`src/rtl/grid_commit_scheduler.sv`:
```
// grid_commit_scheduler: Avalon-MM shadow grid with per-row dirty tracking.
// Dirty rows are copied into the live grid one row per clock. The copy starts
// at vertical sync start, or when software forces it, so a frame never shows
// a half-updated board.
//
// state  | meaning
// IDLE   | waiting for vstart (with AUTO_EN) or a FORCE write
// COMMIT | handling row idx this cycle; dirty rows are written to the live grid
// DONE   | one cycle; frame_toggle flips on exit
module grid_commit_scheduler #(
  parameter int ROWS        = 16,
  parameter int ROW_W       = 16,
  parameter int SYNC_STAGES = 2
) (
  input  logic                    CLK,
  input  logic                    RESET,
  input  logic                    AVL_READ,
  input  logic                    AVL_WRITE,
  input  logic                    AVL_CS,
  input  logic [4:0]              AVL_ADDR,
  input  logic [ROW_W-1:0]        AVL_WRITEDATA,
  output logic [ROW_W-1:0]        AVL_READDATA,
  input  logic                    vs,
  output logic                    grid_wr_en,
  output logic [$clog2(ROWS)-1:0] grid_wr_addr,
  output logic [ROW_W-1:0]        grid_wr_data,
  output logic                    commit_busy,
  output logic                    frame_toggle
);

  localparam int IDX_W = $clog2(ROWS);

  typedef enum logic [1:0] {
    IDLE   = 2'd0,
    COMMIT = 2'd1,
    DONE   = 2'd2
  } state_t;

  state_t                 state_q, state_d;
  logic [IDX_W-1:0]       idx_q, idx_d;
  logic [ROW_W-1:0]       shadow_q [ROWS];
  logic [ROWS-1:0]        dirty_q, dirty_d;
  logic                   auto_en_q;
  logic                   frame_toggle_q, frame_toggle_d;
  logic [ROW_W-1:0]       rd_data_q, rd_data_d;
  logic [SYNC_STAGES-1:0] sync_q;
  logic                   vs_prev_q;

  logic                   vs_s;
  logic                   vstart;
  logic                   wr_acc;
  logic                   row_wr;
  logic                   ctrl_wr;
  logic                   force_req;
  logic                   commit_wr;
  logic [IDX_W-1:0]       wr_row;

  assign wr_acc    = AVL_WRITE & AVL_CS;
  assign row_wr    = wr_acc & ~AVL_ADDR[4];
  assign wr_row    = AVL_ADDR[IDX_W-1:0];
  assign ctrl_wr   = wr_acc & (AVL_ADDR == 5'h11);
  assign force_req = ctrl_wr & AVL_WRITEDATA[1];

  assign vs_s   = sync_q[SYNC_STAGES-1];
  assign vstart = vs_prev_q & ~vs_s;

  // Synchronize vs; flops idle high so reset release cannot fake a vstart.
  always_ff @(posedge CLK) begin
    if (RESET) begin
      sync_q    <= '1;
      vs_prev_q <= 1'b1;
    end else begin
      sync_q    <= {sync_q[SYNC_STAGES-2:0], vs};
      vs_prev_q <= vs_s;
    end
  end

  // FSM state, row index and frame toggle registers.
  always_ff @(posedge CLK) begin
    if (RESET) begin
      state_q        <= IDLE;
      idx_q          <= '0;
      frame_toggle_q <= 1'b0;
    end else begin
      state_q        <= state_d;
      idx_q          <= idx_d;
      frame_toggle_q <= frame_toggle_d;
    end
  end

  // Next-state logic and the live-grid write decision for the current row.
  always_comb begin
    state_d        = state_q;
    idx_d          = idx_q;
    frame_toggle_d = frame_toggle_q;
    commit_wr      = 1'b0;
    case (state_q)
      IDLE: begin
        idx_d = '0;
        if ((vstart & auto_en_q) | force_req) state_d = COMMIT;
      end
      COMMIT: begin
        commit_wr = dirty_q[idx_q];
        idx_d     = idx_q + IDX_W'(1);
        if (idx_q == IDX_W'(ROWS - 1)) state_d = DONE;
      end
      DONE: begin
        frame_toggle_d = ~frame_toggle_q;
        idx_d          = '0;
        state_d        = IDLE;
      end
      default: begin
        idx_d   = '0;
        state_d = IDLE;
      end
    endcase
  end

  // Dirty mask: commit clears the row, and a software write in the same cycle wins.
  always_comb begin
    dirty_d = dirty_q;
    if (commit_wr) dirty_d[idx_q] = 1'b0;
    if (row_wr) dirty_d[wr_row] = 1'b1;
  end

  // Shadow rows, dirty mask and CTRL register.
  always_ff @(posedge CLK) begin
    if (RESET) begin
      for (int i = 0; i < ROWS; i++) shadow_q[i] <= '0;
      dirty_q   <= '0;
      auto_en_q <= 1'b1;
    end else begin
      if (row_wr) shadow_q[wr_row] <= AVL_WRITEDATA;
      dirty_q <= dirty_d;
      if (ctrl_wr) auto_en_q <= AVL_WRITEDATA[0];
    end
  end

  // Read mux for the register map.
  always_comb begin
    rd_data_d = '0;
    if (!AVL_ADDR[4]) begin
      rd_data_d = shadow_q[AVL_ADDR[IDX_W-1:0]];
    end else begin
      case (AVL_ADDR)
        5'h10:   rd_data_d = {{(ROW_W-2){1'b0}}, frame_toggle_q, (state_q == COMMIT)};
        5'h11:   rd_data_d = {{(ROW_W-1){1'b0}}, auto_en_q};
        5'h12:   rd_data_d = ROW_W'(dirty_q);
        default: rd_data_d = '0;
      endcase
    end
  end

  // Read data register: fixed latency of one cycle, holds between reads.
  always_ff @(posedge CLK) begin
    if (RESET) rd_data_q <= '0;
    else if (AVL_READ & AVL_CS) rd_data_q <= rd_data_d;
  end

  // Live grid outputs come only from registered state, never from Avalon inputs.
  assign grid_wr_en   = commit_wr;
  assign grid_wr_addr = idx_q;
  assign grid_wr_data = commit_wr ? shadow_q[idx_q] : '0;
  assign commit_busy  = (state_q == COMMIT);
  assign frame_toggle = frame_toggle_q;
  assign AVL_READDATA = rd_data_q;

endmodule
```
`config.mk`:
```
export PLATFORM = sky130hd
export DESIGN_NAME = grid_commit_scheduler
export DESIGN_NICKNAME = d
export VERILOG_FILES = /design/src/rtl/grid_commit_scheduler.sv
export SDC_FILE = /design/constraint.sdc
export NUM_CORES = 1
export LEC_CHECK = 0
export CAP_MARGIN = 5
export CORE_UTILIZATION = 32
export CTS_CLUSTER_SIZE = 25
export DETAILED_ROUTE_END_ITERATION = 10
export PLACE_DENSITY = 0.47
export SLEW_MARGIN = 30
export SYNTH_ARGS = -nofsm -noshare
export SYNTH_HDL_FRONTEND = slang
export SYNTH_SLANG_ARGS = --single-unit
```
`constraint.sdc`:
```
create_clock -name CLK -period 3.6 [get_ports CLK]
set_clock_uncertainty 0.05 [all_clocks]
set_input_delay 0.72 -clock CLK [delete_from_list [all_inputs] [get_ports CLK]]
set_output_delay 0.72 -clock CLK [all_outputs]
set_load 0.03 [all_outputs]
```
==> run metrics, run 1 <==
Die Y approximately 220 um; H-tree depth 2; fin crit share between 90% and 100%; Starting Density 32.8%; num rows 80; DR iter-0 viols 793; crit-path most repeated cell buf_4; Remaining Overflow, GRT 0; Synth area leaders edfxtp_1, mux4_2, and2_1; CP cell instances clkinv_1 > buf_4 > and4b_2 > nor4_4 > buf_4 > buf_8 > a211oi_1 > buf_4; relative max-transition margin 50.9%; initial antenna violation count 1; Hold Path Class register to register; Buf/Inv on CP 5; mapped cell area roughly 0.016 sq mm; Static Leak 6.55 nW; die area 0.0502 sq mm; first-pass GRT wire length approximately 73000 um; hold depth 1; Setup violations, final 0; number of library cell types mapped by synthesis 51; Worst Path Arrival about 2.8 ns; CP Max Fanout 10; outcome finished, final reports clean; Worst-Margin Slew 0.735 ns; CTS Root Cell clkbuf_16; Port Buf Inserts between 60 and 70; Hold Path Sink sync_q[1]; Final Hold Fails 0; RSZ-0062 raised after global routing no; Worst R2R Start grid_wr_addr[1]; share of flip-flops with an asynchronous set or reset 0%; Commonest cells post-synth and2_1, edfxtp_1, mux4_2; vias per std cell approximately 5.3; fmax 0.283 GHz; most numerous cell in the Yosys netlist and2_1; pre-CTS setup slack 0.448 ns; Max Slew Vio Count 0; Worst path slowest cell dfxtp_1; Synthesized Nets 1135; CTS tree done; RePlAce Congestion 0.817; CTS sink count 299; core area ~0.048 sq mm; Worst Path Required 2.83 ns; DPL Wire Length around 33000 um; final net count 1225; via count 9989; Pwr per Cell Area 455 mW/mm^2; Syn. warnings 0; Seq/Total Area, Yosys 54.2%; worst-case reg-to-reg path depth 5; clock latency at the later pin of the worst-skew pair 0.56 ns; Die X between 200 and 250 um; Synth Area per Inst 14.3 sq um; top-area cell type share of the netlist area 48.7%; share of post-route cells with drive strength above 1 28.9%; slowest stage delay, CP 0.57 ns; Antenna Cells 0; Clk pin slew, worst setup/hold paths 0.06 ns; DRT antenna net count 0; drt total wl approximately 50000 um; Hold Crit Start sync_q[0]; final core utilization 39.3%; register bit total from synthesis approximately 300; Max clock buf depth 3; Critical Path Source Type register; CP Capture Type output port; MaxCap Viol Count 0; TritonCTS buffer count 38; largest net degree at the start of global routing 43; cell count after synthesis around 1100; Routed WL per cell approximately 27 um; minimum clock period 3.53 ns; Setup Crit Path Kind register to output port; Hold Buf Count CTS 0; Residual DRC 0; Crit path max-delay family buffers and inverters; maximum VDD drop 0.299 mV; Setup WS post-layout slightly above 0.07 ns; Total Routing Usage GR 20.3%; DR pass1 iterations 5; number of enable flip-flop cells after synthesis about 260; Area Overhead vs Synth 19.9%; reg-to-reg slack, setup 1.43 ns; reg2reg end dirty_q[15]; I/O pin count 66; vias in the first global route 10300; Synth Flop Type edfxtp_1; cell taking the most area after synthesis edfxtp_1
-- what timing repair did --
item / CTS / global route
gates resized for setup: 5 / 12
pin swaps: 1 / 1
gates cloned: 0 / 1
setup endpoints to repair: 11 / 17
setup buffers: 1 / 3
-- layout by cell type (no fill, tap or decap), types with 20 or more instances in the layout --
cell / count
nand2_1: 20
dfxtp_1: 40
buf_4: 87
mux2i_1: 46
clkdlybuf4s50_1: 45
clkbuf_16: 42
edfxtp_1: 256
mux4_2: 132
and2_1: 273
-- report_power, final --
| part | switching (mW) | internal [mW] | total (mW) | leakage, nW |
|---|---|---|---|---|
| sequential | 0.106 | 3.93 | 4.04 | 2.79 |
| clock | 1.50 | 2.24 | 3.73 | 0.591 |
| combinational | 0.452 | 0.377 | 0.829 | 3.17 |
-- cell families after synthesis --
kind of cell             synth area share [%]
AO/OA/AOI/OAI                            4.51
buffers and inverters                    2.91
AND/OR/NAND/NOR                          16.1
multiplexers                             21.8
flip-flops                               54.2
XOR/XNOR                                0.167
adder cells (fa/ha/maj)                 0.317
-- how the worst max path moves through the flow --
stage          slack [ns]                to       startpoint  cells after the start
6_report             0.07  grid_wr_data[15]  grid_wr_addr[3]                      8
5_1_grt              0.01   grid_wr_data[1]  grid_wr_addr[0]                      7
4_1_cts             -0.03   grid_wr_data[2]  grid_wr_addr[0]                      6
3_5_place_dp         0.45   shadow_q[0][12]           AVL_CS                      6
3_3_place_gp         0.44  grid_wr_data[15]  grid_wr_addr[0]                      5
2_1_floorplan        0.34   grid_wr_data[3]  grid_wr_addr[1]                      6
-- sequential cells by signal, summed over array words and instances (netlist names) --
register      count
AVL_READDATA     16
dirty_q          16
frame_toggle      1
shadow_q        256
auto_en_q         1
vs_prev_q         1
sync_q            2
grid_wr_addr      4
state_q           2
-- routing by layer --
metal  share of wire [%]  routed length (um)  track usage [%]
met4                 2.3                1160             5.97
met3                 5.1                2570             3.23
met1                  46               23100             28.7
met2                  46               23200             32.0
met5                   0                   0                0
-- metrics by stage --
step / area (sq um) / std cells / TNS (ns) / total power, mW / hold slack (ns)
6_report: 18900 / 1880 / 0 / 8.60 / 0.363
5_1_grt: 18900 / 1880 / 0 / 8.89 / 0.391
4_1_cts: 18800 / 1876 / -0.103 / 8.69 / 0.366
3_5_place_dp: 17600 / 1805 / 0 / 4.94 / 0.351
3_3_place_gp: 17600 / 1805 / 0 / 4.94 / 0.357
2_1_floorplan: 15800 / 1104 / 0 / 4.56 / 0.339
-- final cells by class --
cell class                      instances  area, sq um
Tap cell                              656          821
Multi-Input combinational cell        698         6860
Inverter                                6         22.5
Clock inverter                         17          128
Timing Repair Buffer                  151         1450
Clock buffer                           53         1080
Fill cell                            4532        29200
Sequential cell                       299         8560
Note: power is estimated with default switching activity, not from simulation.
==> run 2, diff against run 1 <==
- CAP_MARGIN: 5 -> unset
- CTS_CLUSTER_SIZE: 25 -> unset
==> results of run 2 <==
The final DEF is identical to that of run 1; final timing and power are the same.
==> run 3, diff against run 2 <==
- CAP_MARGIN: unset -> 10
- CTS_CLUSTER_SIZE: unset -> 28
==> results of run 3 <==
The final DEF is identical to that of run 1; final timing and power are the same.
